<file path="config.mk">
export PLATFORM = sky130hd
export DESIGN_NAME = spi_slave_core
export DESIGN_NICKNAME = d
export VERILOG_FILES = /design/src/rtl/spi_slave_core.sv
export SDC_FILE = /design/constraint.sdc
export NUM_CORES = 1
export LEC_CHECK = 0
export CAP_MARGIN = 40
export CORE_AREA = 10 10 76 78
export CTS_CLUSTER_SIZE = 14
export DETAILED_ROUTE_END_ITERATION = 10
export DIE_AREA = 0 0 86 88
export PLACE_DENSITY = 0.83
export SYNTH_ARGS = -nofsm -noshare
export SYNTH_HDL_FRONTEND = slang
export SYNTH_SLANG_ARGS = --single-unit
</file>
<file path="constraint.sdc">
create_clock -name wb_clk -period 4.25 [get_ports wb_clk]
set_input_delay 0.85 -clock wb_clk [delete_from_list [all_inputs] [get_ports wb_clk]]
set_output_delay 0.85 -clock wb_clk [all_outputs]
set_load 0.05 [all_outputs]
</file>
<file path="src/rtl/spi_slave_core.sv">
// SPI responder shift engine: oversampled sclk/ss_n/mosi, one-entry TX holding buffer, RX word strobe.
// Optional SPI_SLAVE_UNDERRUN_EN adds a sticky underrun flag with clear input.
module spi_slave_core #(
    parameter int CHAR_LEN    = 8,
    parameter int SYNC_STAGES = 2
) (
    input  logic                wb_clk,
    input  logic                wb_rst,
    input  logic                sclk_in,
    input  logic                ss_n,
    input  logic                mosi,
    output logic                miso,
    output logic                miso_oe,
    input  logic                cpol,
    input  logic                cpha,
    input  logic                lsb,
    input  logic [CHAR_LEN-1:0] tx_data,
    input  logic                tx_valid,
    output logic                tx_ready,
    output logic [CHAR_LEN-1:0] rx_data,
    output logic                rx_valid,
    output logic                busy
`ifdef SPI_SLAVE_UNDERRUN_EN
    ,
    output logic                underrun,
    input  logic                underrun_clr
`endif
);

    localparam int CNT_W = (CHAR_LEN > 2) ? $clog2(CHAR_LEN) : 1;
    localparam logic [CNT_W-1:0] LAST_BIT = CNT_W'(CHAR_LEN - 1);

    typedef enum logic [1:0] {
        S_IDLE,
        S_LOAD,
        S_SHIFT
    } state_t;

    state_t state;

    logic [SYNC_STAGES-1:0] sclk_pipe, ss_pipe, mosi_pipe;
    logic sclk_s, ss_n_s, mosi_s;
    logic sclk_d, ss_n_d;
    logic cpol_l, cpha_l, lsb_l;

    logic [CHAR_LEN-1:0] hold_q;
    logic                hold_full;
    logic [CHAR_LEN-1:0] tx_shift, tx_adv, load_word;
    logic [CHAR_LEN-1:0] rx_shift, rx_next;
    logic [CNT_W-1:0]    bit_cnt;
    logic                first_shift, load_pend;

    logic sclk_edge, lead_e, trail_e, sample_e, shift_e;
    logic in_shift, word_done, do_load, do_advance, hs;

    // Sync chains reset to 0 so a select held low across reset never looks like a fresh fall.
    always_ff @(posedge wb_clk) begin
        if (wb_rst) begin
            sclk_pipe <= '0;
            ss_pipe   <= '0;
            mosi_pipe <= '0;
        end else begin
            sclk_pipe <= {sclk_pipe[SYNC_STAGES-2:0], sclk_in};
            ss_pipe   <= {ss_pipe[SYNC_STAGES-2:0], ss_n};
            mosi_pipe <= {mosi_pipe[SYNC_STAGES-2:0], mosi};
        end
    end

    assign sclk_s = sclk_pipe[SYNC_STAGES-1];
    assign ss_n_s = ss_pipe[SYNC_STAGES-1];
    assign mosi_s = mosi_pipe[SYNC_STAGES-1];

    function automatic logic head_bit(input logic [CHAR_LEN-1:0] w, input logic lsb_first);
        return lsb_first ? w[0] : w[CHAR_LEN-1];
    endfunction

    assign sclk_edge = sclk_s ^ sclk_d;
    assign lead_e    = sclk_edge && (sclk_s != cpol_l);
    assign trail_e   = sclk_edge && (sclk_s == cpol_l);
    assign sample_e  = cpha_l ? trail_e : lead_e;
    assign shift_e   = cpha_l ? lead_e : trail_e;

    assign in_shift   = (state == S_SHIFT) && !ss_n_s;
    assign word_done  = in_shift && sample_e && (bit_cnt == LAST_BIT);
    assign do_load    = ((state == S_LOAD) && !ss_n_s) || (word_done && cpha_l)
                        || (in_shift && shift_e && load_pend);
    assign do_advance = in_shift && shift_e && !load_pend && !(cpha_l && first_shift);
    assign hs         = tx_valid && !hold_full;
    assign load_word  = hold_full ? hold_q : '0;
    assign tx_adv     = lsb_l ? (tx_shift >> 1) : (tx_shift << 1);
    assign rx_next    = lsb_l ? {mosi_s, rx_shift[CHAR_LEN-1:1]}
                              : {rx_shift[CHAR_LEN-2:0], mosi_s};

    assign tx_ready = !hold_full;
    assign miso_oe  = busy;

    // A handshake coinciding with a load refills the holding register just emptied.
    always_ff @(posedge wb_clk) begin
        if (wb_rst) begin
            hold_full <= 1'b0;
            hold_q    <= '0;
        end else begin
            if (hs)
                hold_q <= tx_data;
            hold_full <= do_load ? hs : (hold_full | hs);
        end
    end

    always_ff @(posedge wb_clk) begin
        if (wb_rst) begin
            state       <= S_IDLE;
            cpol_l      <= 1'b0;
            cpha_l      <= 1'b0;
            lsb_l       <= 1'b0;
            sclk_d      <= 1'b0;
            ss_n_d      <= 1'b0;
            tx_shift    <= '0;
            rx_shift    <= '0;
            bit_cnt     <= '0;
            first_shift <= 1'b0;
            load_pend   <= 1'b0;
            miso        <= 1'b0;
            busy        <= 1'b0;
            rx_data     <= '0;
            rx_valid    <= 1'b0;
        end else begin
            sclk_d   <= sclk_s;
            ss_n_d   <= ss_n_s;
            rx_valid <= 1'b0;
            case (state)
                S_IDLE: begin
                    if (!ss_n_s && ss_n_d) begin
                        cpol_l <= cpol;
                        cpha_l <= cpha;
                        lsb_l  <= lsb;
                        busy   <= 1'b1;
                        state  <= S_LOAD;
                    end
                end
                S_LOAD: begin
                    if (ss_n_s) begin
                        busy  <= 1'b0;
                        state <= S_IDLE;
                    end else begin
                        bit_cnt   <= '0;
                        rx_shift  <= '0;
                        load_pend <= 1'b0;
                        state     <= S_SHIFT;
                    end
                end
                S_SHIFT: begin
                    if (ss_n_s) begin
                        busy      <= 1'b0;
                        load_pend <= 1'b0;
                        state     <= S_IDLE;
                    end else begin
                        if (sample_e) begin
                            if (bit_cnt == LAST_BIT) begin
                                rx_data   <= rx_next;
                                rx_valid  <= 1'b1;
                                rx_shift  <= '0;
                                bit_cnt   <= '0;
                                load_pend <= !cpha_l;
                            end else begin
                                rx_shift <= rx_next;
                                bit_cnt  <= bit_cnt + CNT_W'(1);
                            end
                        end
                        if (shift_e) begin
                            first_shift <= 1'b0;
                            load_pend   <= 1'b0;
                        end
                    end
                end
                default: state <= S_IDLE;
            endcase
            // Load takes priority over advance; it re-arms the cpha=1 first-edge skip.
            if (do_load) begin
                tx_shift    <= load_word;
                miso        <= head_bit(load_word, lsb_l);
                first_shift <= 1'b1;
            end else if (do_advance) begin
                tx_shift <= tx_adv;
                miso     <= head_bit(tx_adv, lsb_l);
            end
        end
    end

`ifdef SPI_SLAVE_UNDERRUN_EN
    always_ff @(posedge wb_clk) begin
        if (wb_rst)
            underrun <= 1'b0;
        else if (do_load && !hold_full)
            underrun <= 1'b1;
        else if (underrun_clr)
            underrun <= 1'b0;
    end
`endif

endmodule

</file>
==> impl_results.md, run 1 <==
* Clock Tree Buf Depth at 2
* Measured slew at the worst slew-check pin at 820 ps
* Post-CTS setup buffer count at 0
* CTS Sinks at 54
* Outcome: completed
* Overall power at 0.930 mW
* Critical path type: flop to output pin
* Die area at approximately 7600 um2
* Seq/Total Area, Yosys at 44.7%
* Relative slew margins at 45.3%
* Setup TNS at 0 ps
* Ys Warns at 0
* Slowest stage delay, CP at 810 ps
* Drt pass-1 iters at 4
* WL final at between 4 and 5 mm
* RSZ-0062 raised after global routing: false
* Die width at ~86 um
* Number of diodes at 0
* Number of cell rows at 24
* Slew Viols, Final at 0
* Share of total power in combinational logic at 8.6%
* GRT overflow at 0
* Final Setup Violations at 0
* Data required time of the worst path at between 3000 and 4000 ps
* GPL Wtd Cong at ~0.85
* Port buffer count at 29
* # Max-Cap Violations at 0
* Area growth syn-to-layout at 16.6%
* Post-route ant nets at 0
* Synthesized Nets at 278
* R2R setup slack at 2020 ps
* Fmax at 420 MHz
* Via count at 1829
* Post-route DRC at 0
* Initial DRC Count at between 150 and 200
* Startpoint Class: flop
* Setup Skew at ~6.2 ps
* Die height at 88 um
* Worst min-delay path class: flop to flop
* Avg WL per Cell at approximately 14 um
* Via density at between 5 and 6
* Unique masters post-synth at 40
* Number of global-route vias before repair at around 1700
* Share of cells above drive strength 1 at 9.32%
* CP bufs+invs at 2
* WP data arrival at 1530 ps
* Internal at 0.719 mW
* Post-CTS Hold Buffers at 0
* Endpoint class of the critical path: output pin
* Clk pwr share at 34.9%
* H-tree Lvls at 2
* Clock tree from TritonCTS: built
* Final core occ at roughly 66%
* Nets at 301
* Starting Density at 56.4%
* CP cell instances: inv_1 > clkdlybuf4s50_1
* GR Util All Layers at 13.1%
* Seq pwr share at approximately 56%
* Core area at 4290 um2
* Mapped cell area at 2420 um2
* Synthesized area per cell at 9.49 um2
* Root Buffer: clkbuf_8
* DP Wirelength at 3.45 mm
* IO Count at 30
* Leak at ~1.0 nW
* Switch share at 22.7%
* Clk_lat worst skew at 310 ps
* Post-route minimum period at 2380 ps
* Syn Inst Count at 255
* Final-report hold violation count at 0
* PwrDens at 330 nW/um2
* TritonCTS Buffers at 5
* CP max FO at 3
* CP top delay family: buffers and inverters
* Initial antenna violation count at 0
* Sw Pwr at between 0.2 and 0.25 mW
* Synthesized flop and latch total at 54
* Largest net degree at the start of global routing at 24
* Number of gates resized after cts at 0
* Critical Path Slowest Stage Cell: clkdlybuf4s50_1
* Clk pin slew, worst setup/hold paths at 90 ps
* Fin crit share at between 50% and 60%
* Peak supply drop at 0.252 mV
* First-pass GRT wire length at 8.16 mm
==> cell families (layout without fill, tap and decap cells) <==
logic type      Yosys count  after routing  synth area share [%]
simple gates             82             82                  17.0
mux                      30             30                  13.0
compound gates           57             57                  16.3
buf+inv                  24             48                  4.91
flops                    54             54                  44.7
xor+xnor                  2              2                  1.03
fa+ha+maj                 6              6                  3.10
==> stage by stage <==
step	hold slack [ps]	instance area, um2	instances	setup WS [ps]
after floorplan	414	2420	255	2320
after global placement	417	2710	323	1610
after detailed placement	425	2710	323	1550
after CTS	447	2820	331	1860
after global routing	472	2820	331	1680
final	444	2820	331	1870
==> worst register-to-register path, cell delays in order, from the launching register on <==
cell	delay (ps)
dfxtp_1	350
inv_1	90
ha_1	340
nor4bb_1	310
mux2i_1	190
a211oi_1	260
buf_4	240
mux2i_1	240
o22ai_1	100
==> synthesized netlist by cell type, drive strengths merged <==
cell type | n | area (um2)
dfxtp | 54 | 1080
nand2 | 34 | 128
mux2i | 21 | 210
a21oi | 17 | 85.1
nor2 | 16 | 60.1
nor2b | 13 | 81.3
buf | 11 | 70.1
a211oi | 10 | 75.1
o31ai | 10 | 75.1
mux2 | 9 | 105
nand3b | 9 | 67.6
o22ai | 9 | 56.3
clkbuf | 6 | 22.5
ha | 6 | 75.1
inv | 6 | 22.5
nand4 | 3 | 18.8
nor4bb | 2 | 20.0
xnor2 | 2 | 25.0
a211o | 1 | 8.76
a21boi | 1 | 11.3
a311o | 1 | 10.0
a41oi | 1 | 8.76
and2 | 1 | 6.26
and3 | 1 | 11.3
clkinv | 1 | 3.75
nand3 | 1 | 5.00
o211ai | 1 | 7.51
o21a | 1 | 7.51
o21ai | 1 | 5.00
o22a | 1 | 8.76
o2bb2ai | 1 | 15.0
o311a | 1 | 10.0
o32a | 1 | 10.0
or2 | 1 | 6.26
or3 | 1 | 6.26
==> flip-flops by register name, summed over array words and instances, names as in the netlist, 2 cells and up <==
| name | count |
|---|---|
| rx_shift | 8 |
| rx_data | 8 |
| sclk_pipe | 2 |
| tx_shift | 8 |
| state | 2 |
| ss_pipe | 2 |
| hold_q | 8 |
| mosi_pipe | 2 |
| bit_cnt | 3 |
==> routing by layer <==
| layer | track usage (%) | up-vias | part of all wire [%] | wire length (um) |
|---|---|---|---|---|
| met4 | 4.49 | 0 | 1.3 | 61 |
| li1 | - | 953 | - | - |
| met1 | 16.3 | 839 | 47 | 2200 |
| met3 | 4.74 | 7 | 4.7 | 219 |
| met5 | 0 | - | 0 | 0 |
| met2 | 20.4 | 30 | 47 | 2220 |
==> final timing paths <==
| check | to | cells after the start | startpoint |
|---|---|---|---|
| worst max-delay path | tx_ready | 2 | hold_full |
| worst min-delay path | mosi_pipe[1] | 1 | mosi_pipe[0] |
| worst max register to register | tx_shift[3] | 8 | state[0] |
| worst min register to register | mosi_pipe[1] | 1 | mosi_pipe[0] |
==> cells in the final DEF (no fill, tap or decap), drive strengths merged, types with 2 or more instances in the layout <==
master	n
a211oi	10
nor2	16
o22ai	9
nand4	3
o31ai	10
buf	4
inv	6
nand3b	9
nor4bb	2
nand2	34
xnor2	2
dfxtp	54
nor2b	13
a21oi	17
ha	6
clkdlybuf4s50	29
clkbuf	8
mux2i	21
mux2	9
==> layout make-up <==
type / count / area [um2]
fillers: 352 / 1470
multi-input cells: 177 / 1220
flip-flops and latches: 54 / 1080
repair buffers: 33 / 320
clock buffers: 8 / 110
well taps: 52 / 65.1
inverters: 7 / 26.3
==> power by group through the flow <==
stage / Clock (mW) / Combinational [mW] / Sequential, mW
floorplan: 0 / 0.0519 / 0.537
global placement: 0 / 0.0791 / 0.538
detailed placement: 0 / 0.0800 / 0.538
CTS: 0.332 / 0.0805 / 0.526
global route: 0.350 / 0.0886 / 0.528
finish: 0.324 / 0.0800 / 0.526
Power figures use the tool's default switching activity.
==> inputs of run 2 (changes only) <==
CORE_AREA = 10 10 78 80   (was 10 10 76 78)
DIE_AREA = 0 0 88 90   (was 0 0 86 88)
PLACE_DENSITY = 0.79   (was 0.83)
clock period = 2.25 ns   (was 4.25 ns; I/O delays follow)
==> run 2 against run 1 <==
Via count is 3.0% higher. Clock power is 100% higher. Register-to-register slack worse by 1800 ps. Sequential cell count stayed put. Global-route usage is 0.21 points higher. Sequential share of layout area is 0.83 points lower. Largest power group unchanged. Non-clock buffer count is 7 higher. Combinational power is 97% higher.
==> impl_results.md, run 2 (synthesis gave the netlist of run 1 again) <==
* Critical Path Slowest Stage Cell: dfxtp_1 (was clkdlybuf4s50_1)
* Final Setup Violations at 0 (unchanged)
* Critical path type: flop to flop (was flop to output pin)
* H-tree Lvls at 2 (unchanged)
* Outcome: completed (unchanged)
* Die area at 7920 um2 (was 7570 um2)
* WL final at 5.16 mm (was 4.70 mm)
* Final core occ at 62.7% (was 65.7%)
* Data required time of the worst path at 2440 ps (was 3400 ps)
* Post-route DRC at 0 (unchanged)
* Die height at 90 um (was 88 um)
* WP data arrival at 2260 ps (was 1530 ps)
* Initial DRC Count at 91 (was 151)
* Die width at 88 um (was 86 um)
* GR Util All Layers at 13.3% (was 13.1%)
* Nets at 308 (was 301)
* Drt pass-1 iters at 4 (unchanged)
* # Max-Cap Violations at 0 (unchanged)
* Fin crit share at roughly 92%
* Port buffer count at 29 (unchanged)
* Starting Density at 52.6% (was 56.4%)
* Overall power at 1.80 mW (was 0.930 mW)
* CP cell instances: inv_1 > ha_2 > nor4bb_1 > mux2i_1 > buf_4 > o21a_1 > a21boi_2 > buf_4 > o2bb2ai_2 (was inv_1 > clkdlybuf4s50_1)
* Number of global-route vias before repair at 1865 (was 1715)
* Core area at 4600 um2 (was 4290 um2)
* Post-route minimum period at 2070 ps
* Clock Tree Buf Depth at 2 (unchanged)
* Dpl cell area at 2750 um2 (was 2710 um2)
* Setup TNS at 0 ps (unchanged)
* Root Buffer: clkbuf_8 (unchanged)
* Final-report hold violation count at 0 (unchanged)
* Measured slew at the worst slew-check pin at 820 ps (about the same)
* Most frequent cells in the layout: 54 x dfxtp_1, 34 x nand2_1, 29 x clkdlybuf4s50_1 (unchanged)
* IO Count at 30 (unchanged)
* Most common cell after layout, fill and taps aside: dfxtp_1 (unchanged)
* CP max FO at 9 (was 3)
* Fmax at 484 MHz
* GRT overflow at 0 (unchanged)
* Share of cells above drive strength 1 at 11.9% (was 9.32%)
* Via density at 5.55 (was 5.53)
* Peak supply drop at 0.425 mV (was 0.252 mV)
* Setup Skew at 9.70 ps (was 6.15 ps)
* Clk_lat worst skew at 300 ps (was 310 ps)
* Number of cell rows at 25 (was 24)
* Area growth syn-to-layout at 19.2% (was 16.6%)
* RSZ-0062 raised after global routing: false (unchanged)
* Relative slew margins at 45.3% (about the same)
* Leak at 1.03 nW (was 0.997 nW)
* Largest net degree at the start of global routing at 21 (was 24)
* Finished Cell Area at 2890 um2 (was 2820 um2)
* Clk pin slew, worst setup/hold paths at 90 ps (about the same)
* First-pass GRT wire length at 8.81 mm (was 8.16 mm)
* Post-route ant nets at 0 (unchanged)
* Startpoint Class: flop (unchanged)
* CP top delay family: compound AO/OA/AOI/OAI gates (was buffers and inverters)
* Worst setup margin at 183 ps (was 1870 ps)
* CP bufs+invs at 3 (was 2)
* CP most frequent cell: buf_4
* CTS Sinks at 54 (unchanged)
* Avg WL per Cell at 15.2 um (was 14.2 um)
* Via count at 1883 (was 1829)
* Endpoint class of the critical path: flop (was output pin)
* Slowest stage delay, CP at 340 ps (was 810 ps)
* PwrDens at 625 nW/um2 (was 330 nW/um2)
* Worst min-delay path class: flop to flop (unchanged)
* Setup slack at placement at 98.2 ps (was 1550 ps)
* Initial antenna violation count at 0 (unchanged)
* Clock tree from TritonCTS: built (unchanged)
* TritonCTS Buffers at 5 (unchanged)
* GPL Wtd Cong at 0.818 (was 0.846)
* Number of diodes at 0 (unchanged)
* DP Wirelength at 3.67 mm (was 3.45 mm)
* Slew Viols, Final at 0 (unchanged)
-- run 2: cell count changes in the layout (fill, tap and decap cells not counted), sizes merged --
cell	change
buf	+7
bufinv	+1
clkbuf	-2
-- run 2: worst reg2reg max path, stage by stage (launching register included) --
cell and delay [ps]:
dfxtp_1 340, inv_1 110, ha_2 270, nor4bb_1 280, mux2i_1 140, buf_4 160, o21a_1 170, a21boi_2 190
buf_4 190, o2bb2ai_2 110
-- run 2: path summary, 6_finish.rpt --
kind                            cells past startpoint    startpoint  slack, ps      endpoint
worst max-delay path                                9      state[0]        180     hold_full
worst min-delay path                                1  sclk_pipe[0]        440  sclk_pipe[1]
worst max register to register                      9      state[0]        180     hold_full
worst min register to register                      1  sclk_pipe[0]        440  sclk_pipe[1]
-- run 2: through the flow --
| step | hold WS (ps) | std cells |
|---|---|---|
| after global placement | 418 | 330 |
| after CTS | 451 | 337 |
| after global routing | 459 | 339 |
| after floorplan | 414 | 255 |
| final | 443 | 339 |
| after detailed placement | 429 | 330 |
-- run 2: layer usage --
layer | up-vias | wire (um) | global-route usage (%)
li1 | 959 | - | -
met1 | 889 | 2320 | 16.3
met2 | 27 | 2580 | 21.5
met3 | 8 | 189 | 3.79
met4 | 0 | 73 | 4.39
met5 | - | 0 | 0
-- run 2: report_power, final --
part	switching [mW]	internal (mW)
Clock	0.294	0.356
Sequential	0.0170	0.977
Combinational	0.0858	0.0722
-- run 2: cell type report --
| class | count | area, um2 |
|---|---|---|
| clock buffers | 6 | 82.6 |
| clock inverters | 1 | 30.0 |
| fillers | 374 | 1710 |
| inverters | 7 | 26.3 |
| multi-input cells | 177 | 1230 |
| flip-flops and latches | 54 | 1080 |
| well taps | 54 | 67.6 |
| repair buffers | 40 | 370 |
-- run 2: repair_timing --
item	CTS	global route
gates resized for setup	0	4
endpoints found under the setup margin	0	9
buffers inserted	0	1
hold buffers	0	0
==> inputs of run 3 (changes only) <==
MAX_ROUTING_LAYER = met4   (was not set)
PLACE_DENSITY = 0.77   (was 0.79)
SLEW_MARGIN = 5   (was not set)
==> run 3 against run 2 <==
Register-to-register slack got worse by 40 ps. Maximum frequency decreased by 1.8%. Clock power decreased by 15%. Critical path depth down 1. Clock-buffer cell count down 1. Via count is 1.8% lower. Die area unchanged. Combinational power down 3%. Global-route usage decreased by 0.068 points. Final area is 2.3% lower. Sequential share of layout area up 0.90 points. Core utilization is 1.5 points lower.
==> impl_results.md, run 3 (synthesis gave the netlist of run 1 again) <==
* RSZ-0062 raised after global routing: false (unchanged)
* Drt pass-1 iters at 4 (unchanged)
* Peak supply drop at 0.398 mV (was 0.425 mV)
* Nets at 303 (was 308)
* Number of cell rows at 25 (unchanged)
* DP Wirelength at 3.51 mm (was 3.67 mm)
* CP max FO at 18 (was 9)
* Number of global-route vias before repair at 1863 (was 1865)
* Area growth syn-to-layout at 16.4% (was 19.2%)
* PwrDens at 603 nW/um2 (was 625 nW/um2)
* Clk_lat worst skew at 310 ps (was 300 ps)
* Post-route ant nets at 0 (unchanged)
* Port buffer count at 29 (unchanged)
* Post-CTS Hold Buffers at 0 (unchanged)
* Worst min-delay path class: flop to flop (unchanged)
* Via count at 1850 (was 1883)
* Measured slew at the worst slew-check pin at 850 ps (was 820 ps)
* Post-CTS setup buffer count at 0 (unchanged)
* Internal at 1.27 mW (was 1.41 mW)
* Starting Density at 52.6% (unchanged)
* Post-route DRC at 0 (unchanged)
* WP data arrival at 2300 ps (was 2260 ps)
* Root Buffer: clkbuf_8 (unchanged)
* Final-report hold violation count at 0 (unchanged)
* Post-route minimum period at 2100 ps (was 2070 ps)
* Critical path type: flop to flop (unchanged)
* Seq pwr share at 58.5% (was 55.1%)
* Number of gates resized after cts at 0 (unchanged)
* GR Util All Layers at 13.2% (was 13.3%)
* Leak at 0.997 nW (was 1.03 nW)
* Reg area at 1080 um2 (unchanged)
* Number of diodes at 0 (unchanged)
* Initial DRC Count at 110 (was 91)
* Setup Skew at 6.38 ps (was 9.70 ps)
* Hold slack at 449 ps (was 443 ps)
* Die height at 90 um (unchanged)
* Fin crit share at 93.5% (was 91.8%)
* Most frequent cells in the layout: 54 x dfxtp_1, 34 x nand2_1, 29 x clkdlybuf4s50_1 (unchanged)
* Startpoint Class: flop (unchanged)
* TritonCTS Buffers at 5 (unchanged)
* First-pass GRT wire length at 8.59 mm (was 8.81 mm)
* Fmax at 475 MHz (was 484 MHz)
* Via density at 5.52 (was 5.55)
* Multi-input combinational cell area at 1220 um2 (was 1230 um2)
* Die area at 7920 um2 (unchanged)
* IO Count at 30 (unchanged)
* Slew Viols, Final at 0 (unchanged)
* WL final at 4.89 mm (was 5.16 mm)
* Setup TNS at 0 ps (unchanged)
* Clk pwr share at 32.5% (was 36.1%)
* Final Setup Violations at 0 (unchanged)
* Relative slew margins at 43.2% (was 45.3%)
* Avg WL per Cell at 14.6 um (was 15.2 um)
* Initial antenna violation count at 0 (unchanged)
* Share of cells above drive strength 1 at 9.96% (was 11.9%)
* Fillers at 403 (was 374)
* H-tree Lvls at 2 (unchanged)
* Sw Pwr at 0.432 mW (was 0.397 mW)
* CTS Sinks at 54 (unchanged)
* Endpoint class of the critical path: flop (unchanged)
* Switch share at 25.4% (was 22.0%)
* # Max-Cap Violations at 0 (unchanged)
* Largest net degree at the start of global routing at 34 (was 21)
* Clock Tree Buf Depth at 2 (unchanged)
* Die width at 88 um (unchanged)
* Most common cell after layout, fill and taps aside: dfxtp_1 (unchanged)
* Share of total power in combinational logic at 9.0% (was 8.8%)
* Core area at 4600 um2 (unchanged)
* Data required time of the worst path at 2440 ps (about the same)
* GRT overflow at 0 (unchanged)
* Outcome: completed (unchanged)
* GPL Wtd Cong at 0.808 (was 0.818)
* Clock tree from TritonCTS: built (unchanged)
* Clk pin slew, worst setup/hold paths at 100 ps (was 90 ps)
==> run 3: final timing paths <==
| check | from | to | slack, ps | depth (start not counted) |
|---|---|---|---|---|
| worst min register to register | sclk_pipe[0] | sclk_pipe[1] | 450 | 1 |
| worst max register to register | state[0] | miso | 150 | 8 |
| worst min-delay path | sclk_pipe[0] | sclk_pipe[1] | 450 | 1 |
| worst max-delay path | state[0] | miso | 150 | 8 |
==> run 3: through the flow <==
stage                     utilization [%]  setup slack [ps]  cell area, um2  cells  power (mW)
after floorplan                         -               317            2420    255        1.11
after global placement               59.4               237            2730    327        1.17
after detailed placement             59.4               149            2730    327        1.17
after CTS                            61.3               136            2820    335        1.72
after global routing                 61.3              21.9            2820    335        1.78
final                                61.3               146            2820    335        1.70
==> run 3: cell type report <==
class / count / share of cell area, %
tap: 54 / 2.40
multi-input combinational: 177 / 43.3
clock buffer: 5 / 2.44
clock inverter: 3 / 0.666
timing repair buffer: 35 / 11.9
sequential: 54 / 38.4
inverter: 7 / 0.933
==> run 3: worst max-delay path: stages, from the launching register on <==
cell and delay, ps:
dfxtp_1 390, inv_1 80, ha_1 240, buf_4 170
inv_1 110, nor2_1 110, and3_4 260, a21boi_2 460
o22ai_1 160
==> run 3: layer usage <==
layer	up-vias	GRT usage [%]	wire length, um	part of all wire, %
li1	952	-	-	-
met4	0	3.99	55	1.1
met2	27	20.5	2340	48
met1	866	16.1	2270	47
met3	5	3.79	215	4.4
met5	-	-	0	0
==> run 3: power groups by stage <==
stage               sequential [mW]  clock (mW)  combinational [mW]
finish                        0.994       0.552               0.153
global route                  0.999       0.616               0.169
CTS                           0.995       0.569               0.154
detailed placement             1.02           0               0.153
global placement               1.02           0               0.152
floorplan                      1.01           0              0.0981
